**src/rtl/rx_record_deframer.sv**
```systemverilog
// ============================================================================
// Module   : rx_record_deframer
// Purpose  : Receive-side deframer for the FE-I4 8b10b link. Recognises
//            K28.7 (SOF), K28.5 (EOF) and K28.1 (idle) framing. Packs data
//            bytes MSB-first into 24-bit records for the record FIFO.
//            Reports framing, code and overflow errors.
// Options  : RX_ERR_COUNT_EN - build the saturating err_count counter
//            (otherwise err_count is tied to zero)
// Revision : 1.0 - initial release
// ============================================================================
`default_nettype none

module rx_record_deframer #(
  parameter int CNT_W = 16
) (
  input  logic             clk_byte,
  input  logic             reset,
  input  logic             din_valid,
  input  logic [7:0]       din,
  input  logic             din_k,
  input  logic             code_err,
  input  logic             disp_err,
  input  logic             fifo_full,
  input  logic             err_clear,
  output logic [23:0]      fifo_data,
  output logic             fifo_write,
  output logic             in_frame,
  output logic             frame_done,
  output logic [CNT_W-1:0] frame_count,
  output logic             err_flag,
  output logic             overflow,
  output logic [CNT_W-1:0] err_count
);

  typedef enum logic [1:0] {IDLE = 2'd0, B0 = 2'd1, B1 = 2'd2, B2 = 2'd3} state_t;

  localparam logic [7:0]       K_SOF    = 8'hFC;
  localparam logic [7:0]       K_EOF    = 8'hBC;
  localparam logic [7:0]       K_IDLE   = 8'h3C;
  localparam logic [CNT_W-1:0] CNT_ONE  = CNT_W'(1);

  state_t             state_q, state_d;
  logic [7:0]         byte0_q, byte0_d;
  logic [7:0]         byte1_q, byte1_d;
  logic [23:0]        fifo_data_q, fifo_data_d;
  logic               fifo_write_q, fifo_write_d;
  logic               in_frame_q, in_frame_d;
  logic               frame_done_q, frame_done_d;
  logic [CNT_W-1:0]   frame_count_q, frame_count_d;
  logic               err_flag_q, err_flag_d;
  logic               overflow_q, overflow_d;
  logic               err_event;
  logic               ovf_event;

  // Next-state decode: one symbol per valid strobe; at most one error event.
  always_comb begin
    state_d       = state_q;
    byte0_d       = byte0_q;
    byte1_d       = byte1_q;
    fifo_data_d   = fifo_data_q;
    fifo_write_d  = 1'b0;
    in_frame_d    = in_frame_q;
    frame_done_d  = 1'b0;
    frame_count_d = frame_count_q;
    err_event     = 1'b0;
    ovf_event     = 1'b0;

    if (din_valid) begin
      if (code_err || disp_err) begin
        // Corrupt symbol: byte is ignored, any frame in progress is aborted
        err_event = 1'b1;
        if (state_q != IDLE) begin
          state_d    = IDLE;
          in_frame_d = 1'b0;
        end
      end else if (state_q == IDLE) begin
        if (din_k && din == K_SOF) begin
          state_d    = B0;
          in_frame_d = 1'b1;
        end else if (!(din_k && din == K_IDLE)) begin
          err_event = 1'b1;
        end
      end else if (!din_k) begin
        case (state_q)
          B0: begin
            byte0_d = din;
            state_d = B1;
          end
          B1: begin
            byte1_d = din;
            state_d = B2;
          end
          default: begin
            if (fifo_full) begin
              err_event = 1'b1;
              ovf_event = 1'b1;
            end else begin
              fifo_write_d = 1'b1;
              fifo_data_d  = {byte0_q, byte1_q, din};
            end
            state_d = B0;
          end
        endcase
      end else if (din == K_SOF) begin
        // SOF inside a frame: drop partial bytes and start over
        err_event = 1'b1;
        state_d   = B0;
      end else if (din == K_EOF) begin
        state_d    = IDLE;
        in_frame_d = 1'b0;
        if (state_q == B0) begin
          frame_done_d  = 1'b1;
          frame_count_d = frame_count_q + CNT_ONE;
        end else begin
          err_event = 1'b1;
        end
      end else begin
        err_event  = 1'b1;
        state_d    = IDLE;
        in_frame_d = 1'b0;
      end
    end

    // Clear has priority over a coincident event
    if (err_clear) begin
      err_flag_d = 1'b0;
      overflow_d = 1'b0;
    end else begin
      err_flag_d = err_flag_q | err_event;
      overflow_d = overflow_q | ovf_event;
    end
  end

  // State and output registers.
  always_ff @(posedge clk_byte or posedge reset) begin
    if (reset) begin
      state_q       <= IDLE;
      byte0_q       <= '0;
      byte1_q       <= '0;
      fifo_data_q   <= '0;
      fifo_write_q  <= 1'b0;
      in_frame_q    <= 1'b0;
      frame_done_q  <= 1'b0;
      frame_count_q <= '0;
      err_flag_q    <= 1'b0;
      overflow_q    <= 1'b0;
    end else begin
      state_q       <= state_d;
      byte0_q       <= byte0_d;
      byte1_q       <= byte1_d;
      fifo_data_q   <= fifo_data_d;
      fifo_write_q  <= fifo_write_d;
      in_frame_q    <= in_frame_d;
      frame_done_q  <= frame_done_d;
      frame_count_q <= frame_count_d;
      err_flag_q    <= err_flag_d;
      overflow_q    <= overflow_d;
    end
  end

  assign fifo_data   = fifo_data_q;
  assign fifo_write  = fifo_write_q;
  assign in_frame    = in_frame_q;
  assign frame_done  = frame_done_q;
  assign frame_count = frame_count_q;
  assign err_flag    = err_flag_q;
  assign overflow    = overflow_q;

`ifdef RX_ERR_COUNT_EN
  logic [CNT_W-1:0] err_count_q, err_count_d;

  // Saturating error-event counter.
  always_comb begin
    err_count_d = err_count_q;
    if (err_clear) begin
      err_count_d = '0;
    end else if (err_event && err_count_q != '1) begin
      err_count_d = err_count_q + CNT_ONE;
    end
  end

  // Error counter register.
  always_ff @(posedge clk_byte or posedge reset) begin
    if (reset) begin
      err_count_q <= '0;
    end else begin
      err_count_q <= err_count_d;
    end
  end

  assign err_count = err_count_q;
`else
  assign err_count = '0;
`endif

endmodule

`default_nettype wire
```
**config.mk**
```make
export PLATFORM = sky130hd
export DESIGN_NAME = rx_record_deframer
export DESIGN_NICKNAME = d
export VERILOG_FILES = /design/src/rtl/rx_record_deframer.sv
export SDC_FILE = /design/constraint.sdc
export NUM_CORES = 1
export LEC_CHECK = 0
export ABC_AREA = 1
export ABC_CLOCK_PERIOD_IN_PS = 2550
export BUFFER_PORTS_ARGS = -buffer_cell sky130_fd_sc_hd__buf_2
export CORE_UTILIZATION = 25
export CTS_CLUSTER_DIAMETER = 150
export DETAILED_ROUTE_END_ITERATION = 12
export GPL_TIMING_DRIVEN = 0
export PLACE_DENSITY = 0.44
export SLEW_MARGIN = 20
export SYNTH_ARGS = -nofsm -noshare
export SYNTH_HDL_FRONTEND = slang
export SYNTH_SLANG_ARGS = --single-unit
export TNS_END_PERCENT = 30
```
**constraint.sdc**
```tcl
create_clock -name clk_byte -period 2.55 [get_ports clk_byte]
set_input_delay 0.3825 -clock clk_byte [delete_from_list [all_inputs] [get_ports clk_byte]]
set_output_delay 0.3825 -clock clk_byte [all_outputs]
set_load 0.05 [all_outputs]
```
==> flow_summary.toml, run 1 <==
[power]
power_density_mw_per_mm2 = 896.4
ir_drop_uv = 293.8
p_leak_nw = 2.053

[cts]
cts_resized = 0
hold_buffers = 0
cts_sinks = 63
clockBufferDepth = 2
cts_setup_buffers = 0
cts_tree = "built"
clkLatencyLatePin_ns = 0.33
root_buffer = "clkbuf_16"
numCtsBuffers = 9
htree_levels = 3
clkTransAtPathRegs_ns = 0.05

[logic_synthesis]
yosys_warnings = 0
synth_area_leader_cell = "dfrtp_1"
synth_area_leaders = "dfrtp_1 (51%), nand2_1 (13%), inv_1 (5.9%)"
synthDistinctLibCells = 27
synth_top_area_frac = 0.5077
seq_area_frac_synth = 0.5077
synth_seq_cells = 63
netlist_instances = 376
syn-cell-area_mm2 = 0.003105
synth_area_per_cell_um2 = 8.259

[worst_setup_path]
end_kind = "flop"
rrSetupSlack_ns = 0.77
crit_arrival_ns = 1.99
worstSetupPathType = "reg2reg"
timing.rr.start = "state_q[0]"
path_max_fanout = 10
r2r_cells = 5
crit_path_start_kind = "flop"
required_ns = 2.75
r2r_end = "fifo_data[15]"

[cells_and_area]
regArea_mm2 = 0.001577
layout.cells.most_common_list = "nand2_1 (108), buf_2 (66), dfrtp_1 (63)"
areaGrowthSynthToFinish_pct = 27.68
n_antenna_cell = 0
multi_input_area_mm2 = 0.001204
finish.instance_area_mm2 = 0.003965
fill_cells = 1313
final_nets = 481
final_cells = 632
drive_gt1_frac = 0.2500
mostFrequentLayoutCell = "nand2_1"

[routing]
dr_wl_met2_mm = 3.126
highest_layer = "met4"
num_vias = 2571
wl_met3_um = 278
vias_per_cell = 4.068
drtIter0Drc = 104
drt-total-wl_mm = 7.443
ant_nets = 0
firstDrtPassIters = 4
routedWlPerCell_um = 11.78
drc = 0
drt-met1-wl_mm = 3.889

[grt]
grt_antenna_before_repair = 0
track_usage = 0.1248
grt_pass1_vias = 2442
grt_max_degree = 45
grt_pass1_wl_mm = 12.28
grt_overflow = 0

[sta]
fin_crit_sh = 0.6998
setup_viol = 0
hold_viol = 0
fin_crit_ns = 1.785
drv_slew = 0
rsz0062_at_grt = "no"
fmax_ghz = 0.5604
fin_skew_ns = 0.002556

[worst_hold_path]
hp-class = "in2async"

[floorplan]
dieArea_mm2 = 0.01287
ios = 77
initial_core_util = 0.2575
std_cell_rows = 40
coreArea_mm2 = 0.01206
die_h_um = 113.5
fp.dieW_um = 113.5

[place]
gp_congestion = 0.8126
place_inst = 618
dp_hpwl_mm = 5.568
placed_cell_area_mm2 = 0.003692
numPortBuffers = 58

[flow_run]
cap_violations = 0

[outcome]
outcome = "completed"
-- through the flow --
stage          TNS, ns    util  setup slack [ns]  hold slack, ns  power, W
4_1_cts              0  0.3287            0.7211         0.01439  0.003597
3_5_place_dp         0  0.3061            0.7262          0.3648  0.002455
6_report             0  0.3287            0.7655         0.01261  0.003554
3_3_place_gp    -23.06  0.3036           -0.3699          0.4599  0.002439
2_1_floorplan        0       -            0.5978          0.4456  0.002189
5_1_grt              0  0.3287            0.5926         0.02923  0.003736
-- worst max-delay path by stage --
stage                from       endpoint  slack (ns)  cells past startpoint
6_report       state_q[0]  fifo_data[15]        0.77                      5
5_1_grt        state_q[0]     byte1_q[1]        0.59                      9
4_1_cts        state_q[0]  fifo_data[15]        0.72                      5
3_5_place_dp   state_q[0]  fifo_data[15]        0.73                      5
3_3_place_gp        reset     state_q[0]       -0.37                      2
2_1_floorplan       reset     byte0_q[0]        0.60                      1
-- where the power goes --
group	internal (W)	total [W]	switching [W]
logic	0.000261	0.00113	0.000873
registers	0.00119	0.00129	0.000100
clock network	0.000697	0.00113	0.000431
-- metal layers --
layer	vias to the layer above	track usage
li1	1314	-
met1	1182	0.1759
met2	62	0.1804
met3	13	0.03082
met4	0	0.05526
met5	-	0
-- cell usage after synthesis (all sizes together) --
| cell type | n |
|---|---|
| a31oi | 1 |
| nor4 | 1 |
| nor2 | 26 |
| conb | 1 |
| nand3b | 1 |
| nor3 | 12 |
| o21ai | 36 |
| nand4 | 6 |
| xnor2 | 3 |
| inv | 50 |
| nand2 | 112 |
| xor2 | 6 |
| nand2b | 1 |
| nand3 | 15 |
| a21oi | 10 |
| nor2b | 1 |
| buf | 27 |
| ha | 4 |
| dfrtp | 63 |
-- sequential cells by signal, indices dropped and copies added (netlist names) --
signal and cells:
err_flag 1, fifo_write 1, fifo_data 24, frame_done 1
byte1_q 8, frame_count 16, in_frame 1, overflow 1
state_q 2, byte0_q 8
-- cell families (layout without fill, tap and decap cells) --
logic type | Yosys count | after routing | synth area share
flip-flops | 63 | 63 | 0.5077
AO/OA/AOI/OAI | 47 | 47 | 0.08219
AND/OR/NAND/NOR | 175 | 175 | 0.2446
other | 1 | 16 | 0.001208
XOR/XNOR | 9 | 9 | 0.02538
buffers and inverters | 77 | 150 | 0.1229
adder cells (fa/ha/maj) | 4 | 4 | 0.01612
-- worst max-delay path, stage by stage, from the launching register on --
cell and delay [ns]:
dfrtp_1 0.37, inv_1 0.07, ha_1 0.35, nor4_4 0.41
buf_2 0.34, o21ai_0 0.11
-- area by class of cell --
cell class | count | area share
clock inverter | 3 | 0.005049
tap | 168 | 0.05301
sequential | 63 | 0.3976
clock buffer | 11 | 0.06374
timing repair buffer | 59 | 0.08015
inverter | 50 | 0.04796
buffer | 27 | 0.04891
multi-input combinational | 251 | 0.3036
(Power assumes the default switching activity.)
==> run 2, diff against run 1 <==
--- a/config.mk
+++ b/config.mk
@@ -5,8 +5,8 @@
 export SDC_FILE = /design/constraint.sdc
 export NUM_CORES = 1
 export LEC_CHECK = 0
-export ABC_AREA = 1
-export ABC_CLOCK_PERIOD_IN_PS = 2550
+export ABC_AREA = 0
+export ABC_CLOCK_PERIOD_IN_PS = 1800
 export BUFFER_PORTS_ARGS = -buffer_cell sky130_fd_sc_hd__buf_2
 export CORE_UTILIZATION = 25
 export CTS_CLUSTER_DIAMETER = 150
==> constraint.sdc (replaced) <==
create_clock -name clk_byte -period 1.8 [get_ports clk_byte]
set_input_delay 0.27 -clock clk_byte [delete_from_list [all_inputs] [get_ports clk_byte]]
set_output_delay 0.27 -clock clk_byte [all_outputs]
set_load 0.05 [all_outputs]
==> flow_summary.toml, run 2 <==
[sta]
drv_slew = 0
fmax_ghz = 0.5207
fin_crit_ns = 1.921
setup_viol = 25
relSlewSlack = 0.6554
worstMarginPinSlew_ns = 0.5130
fin_crit_sh = 1.067
hold_viol = 0
fin_skew_ns = 0.005620
post-route-worst-setup-slack_ns = -0.1206
rsz0062_at_grt = "yes"

[logic_synthesis]
seq_area_frac_synth = 0.5590
synthDistinctLibCells = 40
ys.flop_type = "dfrtp_1"
netlist_instances = 216
syn-cell-area_mm2 = 0.002820
synth_area_leaders = "dfrtp_1 (56%), mux2_2 (16%), xnor2_1 (4.7%)"
synth.most_common_cell = "dfrtp_1"
synth_area_leader_cell = "dfrtp_1"
yosys_warnings = 0
synth_top_area_frac = 0.5590
synth_common_cells = "dfrtp_1 (63), mux2_2 (40), buf_4 (16)"
synth-edff-count = 0
synth_area_per_cell_um2 = 13.06
synthArstFlopShare = 1.000
synth_seq_cells = 63

[cts]
cts_tree = "built"
clockBufferDepth = 2
clkTransAtPathRegs_ns = 0.06
numCtsBuffers = 9
root_buffer = "clkbuf_16"
htree_levels = 3
cts_sinks = 63
clkLatencyLatePin_ns = 0.33

[floorplan]
std_cell_rows = 38
fp.dieW_um = 108.2
coreArea_mm2 = 0.01094
dieArea_mm2 = 0.01171
ios = 77
initial_core_util = 0.2579
die_h_um = 108.2

[routing]
drtIter0Drc = 65
firstDrtPassIters = 4
vias_per_cell = 4.252
ant_nets = 0
drt-total-wl_mm = 6.655
routedWlPerCell_um = 14.59
num_vias = 1939
drc = 0

[outcome]
outcome = "finished, violations left"
violations = "negative setup slack"

[worst_setup_path]
path_max_fanout = 6
end_kind = "flop"
crit_path_start_kind = "flop"
worstSetupPathType = "reg2reg"
required_ns = 2.01
crit_arrival_ns = 2.13
path_buf_inv = 3
rrSetupSlack_ns = -0.12
slowest_delay_ns = 0.36
slowest_stage = "dfrtp_1"
cp_top_family = "simple AND/OR/NAND/NOR gates"
path_cells = "inv_2 -> ha_4 -> nor4_4 -> and2_4 -> nor3b_4 -> buf_6 -> buf_8 -> mux2_4"

[place]
place_inst = 431
gp_congestion = 0.7437
dp_hpwl_mm = 4.414
placed_cell_area_mm2 = 0.003413
numPortBuffers = 59

[power]
ir_drop_uv = 792.0
p_comb_frac = 0.289
pwr-share-seq = 0.375
power_density_mw_per_mm2 = 1197
p_clk_frac = 0.336
p_leak_nw = 2.021
switching_share = 0.3435
power.internal_w = 0.003090
power_switching_w = 0.001617

[grt]
track_usage = 0.1277
grt_overflow = 0
grt_max_degree = 48
grt_pass1_wl_mm = 10.98
grt_antenna_before_repair = 0
grt_pass1_vias = 2020

[cells_and_area]
n_antenna_cell = 0
mostFrequentLayoutCell = "dfrtp_1"
final_cells = 456
finish.instance_area_mm2 = 0.003933
areaGrowthSynthToFinish_pct = 39.44
layout.cells.most_common_list = "dfrtp_1 (63), buf_2 (60), mux2_4 (23)"
final_nets = 331
drive_gt1_frac = 0.5095
largest_reg_flops = 24

[worst_hold_path]
hp-class = "in2reg"

[flow_run]
cap_violations = 0
==> run 2: cell count changes after synthesis, moves of 9 or more <==
| cell | change |
|---|---|
| nand2_1 | -95 |
| inv_1 | -40 |
| mux2_2 | +40 |
| o21ai_0 | -31 |
| nor2_1 | -18 |
| xnor2_1 | +12 |
| nor3_1 | -10 |
| a21oi_1 | -9 |
==> run 2: per-stage QoR <==
step	power, W	setup TNS [ns]	setup WS (ns)	hold WS [ns]	utilization
global placement	0.002974	-75.57	-0.9594	0.4700	0.3094
detailed placement	0.002999	-15.88	-0.4708	0.2351	0.3121
global route	0.004944	-6.846	-0.2475	0.1115	0.3596
floorplan	0.002719	-7.304	-0.1736	0.3364	-
CTS	0.004761	-2.903	-0.1378	0.1122	0.3580
finish	0.004707	-2.492	-0.1206	0.1250	0.3596
==> run 2: per-layer routing <==
metal,vias up,part of all wire,GRT usage,wire (um)
met5,-,0,0,0
met4,0,0.0099,0.04697,66
met3,8,0.071,0.05365,472
met2,62,0.47,0.2002,3142
met1,949,0.45,0.1557,2974
li1,920,-,-,-
==> run 2: logic make-up (layout without fill, tap and decap cells) <==
family / after synthesis / after routing / synth area share
XOR/XNOR: 16 / 16 / 0.04969
AO/OA/AOI/OAI: 10 / 10 / 0.02796
buffers and inverters: 29 / 114 / 0.06611
other: 1 / 16 / 0.001330
AND/OR/NAND/NOR: 52 / 52 / 0.1145
multiplexers: 41 / 41 / 0.1637
flip-flops: 63 / 63 / 0.5590
adder cells (fa/ha/maj): 4 / 4 / 0.01775
==> run 2: power groups by stage <==
stage | registers, W | logic (W) | clock network [W]
2_1_floorplan | 0.00217 | 0.000552 | 0
3_3_place_gp | 0.00177 | 0.00120 | 0
3_5_place_dp | 0.00178 | 0.00122 | 0
4_1_cts | 0.00176 | 0.00136 | 0.00163
5_1_grt | 0.00179 | 0.00145 | 0.00170
6_report | 0.00176 | 0.00136 | 0.00158
==> run 2: final timing paths <==
kind	startpoint	to	cells after the start
max	state_q[1]	fifo_data[2]	8
min	err_clear	overflow	2
max reg2reg	state_q[1]	fifo_data[2]	8
min reg2reg	frame_count[15]	frame_count[15]	1
max in group asynchronous	reset	byte0_q[4]	4
min in group asynchronous	reset	frame_count[14]	3
==> run 2: what timing repair did <==
| item | 4_1_cts | 5_1_grt |
|---|---|---|
| cloned | 2 | 0 |
| setup buffers | 7 | 0 |
| endpoints found under the hold margin | 16 | 0 |
| resized for setup | 38 | 4 |
| hold buffers | 1 | 0 |
| pin swaps | 2 | 1 |
| setup endpoints to repair | 54 | 52 |
==> run 2: cell type report <==
class / count / area, um^2
Buffer: 19 / 160.2
Clock buffer: 9 / 225.2
Clock inverter: 7 / 50.05
Fill cell: 1091 / 7003
Inverter: 9 / 36.28
Multi-Input combinational cell: 139 / 1274
Sequential cell: 63 / 1577
Tap cell: 140 / 175.2
Timing Repair Buffer: 70 / 435.4
==> run 3, diff against run 2 <==
--- a/config.mk
+++ b/config.mk
@@ -9,10 +9,10 @@
 export ABC_CLOCK_PERIOD_IN_PS = 1800
 export BUFFER_PORTS_ARGS = -buffer_cell sky130_fd_sc_hd__buf_2
 export CORE_UTILIZATION = 25
-export CTS_CLUSTER_DIAMETER = 150
+export CTS_CLUSTER_DIAMETER = 80
 export DETAILED_ROUTE_END_ITERATION = 12
 export GPL_TIMING_DRIVEN = 0
-export PLACE_DENSITY = 0.44
+export PLACE_DENSITY = 0.5
 export SLEW_MARGIN = 20
 export SYNTH_ARGS = -nofsm -noshare
 export SYNTH_HDL_FRONTEND = slang
==> flow_summary.toml, run 3 (synthesized netlist as in run 2, its figures left out) <==
[outcome]
outcome = "finished, violations left"
violations = "negative setup slack"

[grt]
grt_antenna_before_repair = 0
grt_pass1_vias = 2043
grt_max_degree = 46
grt_overflow = 0
grt_pass1_wl_mm = 10.54
track_usage = 0.1193

[sta]
fin_crit_ns = 1.974
fmax_ghz = 0.5066
post-route-worst-setup-slack_ns = -0.1741
setup_viol = 29
fin_skew_ns = 0.004404
fin_crit_sh = 1.097
rsz0062_at_grt = "yes"
hold_viol = 0
drv_slew = 0

[worst_setup_path]
path_cells = "inv_2 -> ha_4 -> nor4_4 -> and2_4 -> nor3b_4 -> buf_6 -> buf_12 -> buf_8 -> mux2_4"
slowest_delay_ns = 0.36
timing.rr.start = "state_q[0]"
crit_path_start_kind = "flop"
worstSetupStartpoint = "state_q[0]"
slowest_stage = "dfrtp_1"
path_max_fanout = 5
required_ns = 2.01
worstSetupPathType = "reg2reg"
crit_arrival_ns = 2.18
end_kind = "flop"

[floorplan]
dieArea_mm2 = 0.01171
die_h_um = 108.2
fp.dieW_um = 108.2
std_cell_rows = 38
initial_core_util = 0.2579
coreArea_mm2 = 0.01094
ios = 77

[routing]
num_vias = 1971
firstDrtPassIters = 4
routedWlPerCell_um = 13.64
highest_layer = "met4"
wl_met3_um = 480
drc = 0
vias_per_cell = 4.257
drt-met1-wl_mm = 2.781
drtIter0Drc = 51
dr_wl_met2_mm = 2.973
ant_nets = 0
drt-total-wl_mm = 6.314

[power]
power_density_mw_per_mm2 = 1293
switching_share = 0.3103
pwr-share-seq = 0.340
power.internal_w = 0.003563
power_switching_w = 0.001603
p_leak_nw = 2.083
p_clk_frac = 0.396
ir_drop_uv = 637.8
p_comb_frac = 0.264

[cells_and_area]
final_nets = 338
drive_gt1_frac = 0.5139
finish.instance_area_mm2 = 0.003995
final_cells = 463
largest_reg_flops = 24
layout.cells.most_common_list = "dfrtp_1 (63), buf_2 (60), mux2_2 (30), buf_4 (30), conb_1 (16)"
areaGrowthSynthToFinish_pct = 41.66
n_antenna_cell = 0
mostFrequentLayoutCell = "dfrtp_1"

[place]
numPortBuffers = 59
gp_congestion = 0.7239
place_inst = 431
placed_cell_area_mm2 = 0.003413
dp_hpwl_mm = 4.408

[cts]
clkLatencyLatePin_ns = 0.32
cts_tree = "built"
root_buffer = "clkbuf_16"
numCtsBuffers = 9
clockBufferDepth = 2
cts_sinks = 63
clkTransAtPathRegs_ns = 0.05
htree_levels = 3

[flow_run]
cap_violations = 0

[worst_hold_path]
hp-class = "in2reg"
min_from = "err_clear"
==> run 3: changes by cell type in the layout (fill, tap and decap cells not counted), sizes merged <==
cell | before | now
buf | 88 | 95
bufinv | 0 | 3
clkbuf | 9 | 10
clkinv | 4 | 2
inv | 9 | 10
clkinvlp | 3 | 0
==> run 3: power groups by stage <==
stage	sequential [W]	combinational, W	clock, W
global route	0.00179	0.00146	0.00217
CTS	0.00176	0.00136	0.00210
floorplan	0.00217	0.000552	0
global placement	0.00177	0.00120	0
finish	0.00176	0.00136	0.00205
detailed placement	0.00178	0.00122	0
==> run 3: final timing paths <==
check | slack, ns | depth (start not counted) | end
max | -0.17 | 9 | fifo_data[2]
min | 0.15 | 2 | overflow
max reg2reg | -0.17 | 9 | fifo_data[2]
min reg2reg | 0.47 | 1 | frame_count[15]
max in group asynchronous | 0.86 | 4 | fifo_data[21]
min in group asynchronous | 0.44 | 3 | frame_count[10]
==> run 3: cell type report <==
| cell class | count | area (um^2) |
|---|---|---|
| clock inverter | 6 | 116.4 |
| multi-input combinational | 139 | 1222 |
| fill | 1083 | 6940 |
| buffer | 18 | 140.1 |
| clock buffer | 10 | 239.0 |
| tap | 140 | 175.2 |
| timing repair buffer | 78 | 489.2 |
| sequential | 63 | 1577 |
| inverter | 9 | 36.28 |
==> run 3: per-layer routing <==
layer | vias to the layer above | track usage
met4 | 0 | 0.03816
met5 | - | 0
met3 | 11 | 0.04641
met2 | 63 | 0.1924
li1 | 934 | -
met1 | 963 | 0.1457
==> run 3: worst max-delay path, delay by kind of cell, from the launching register on <==
family | cells | cell delay [ns]
AND/OR/NAND/NOR | 3 | 0.60
buffers and inverters | 4 | 0.43
multiplexers | 1 | 0.30
flip-flops | 1 | 0.36
adder cells (fa/ha/maj) | 1 | 0.17
==> run 3: stage by stage <==
step	power, W	hold slack (ns)	utilization	setup TNS, ns	setup slack, ns
after CTS	0.005220	0.1499	0.3629	-7.097	-0.2575
after floorplan	0.002719	0.3364	-	-7.304	-0.1736
final	0.005166	0.1501	0.3653	-2.844	-0.1741
after global placement	0.002973	0.4550	0.3094	-72.13	-0.9219
after detailed placement	0.003003	0.2456	0.3121	-15.17	-0.4730
after global routing	0.005413	0.1503	0.3653	-6.141	-0.2599
==> run 3: repair_timing <==
| item | in CTS | in global routing |
|---|---|---|
| resized for setup | 19 | 2 |
| cloned | 1 | 0 |
| pin swaps | 4 | 9 |
| hold buffers | 1 | 0 |
| setup endpoints to repair | 54 | 55 |
| hold endpoints to repair | 18 | 0 |
| buffers inserted | 11 | 6 |
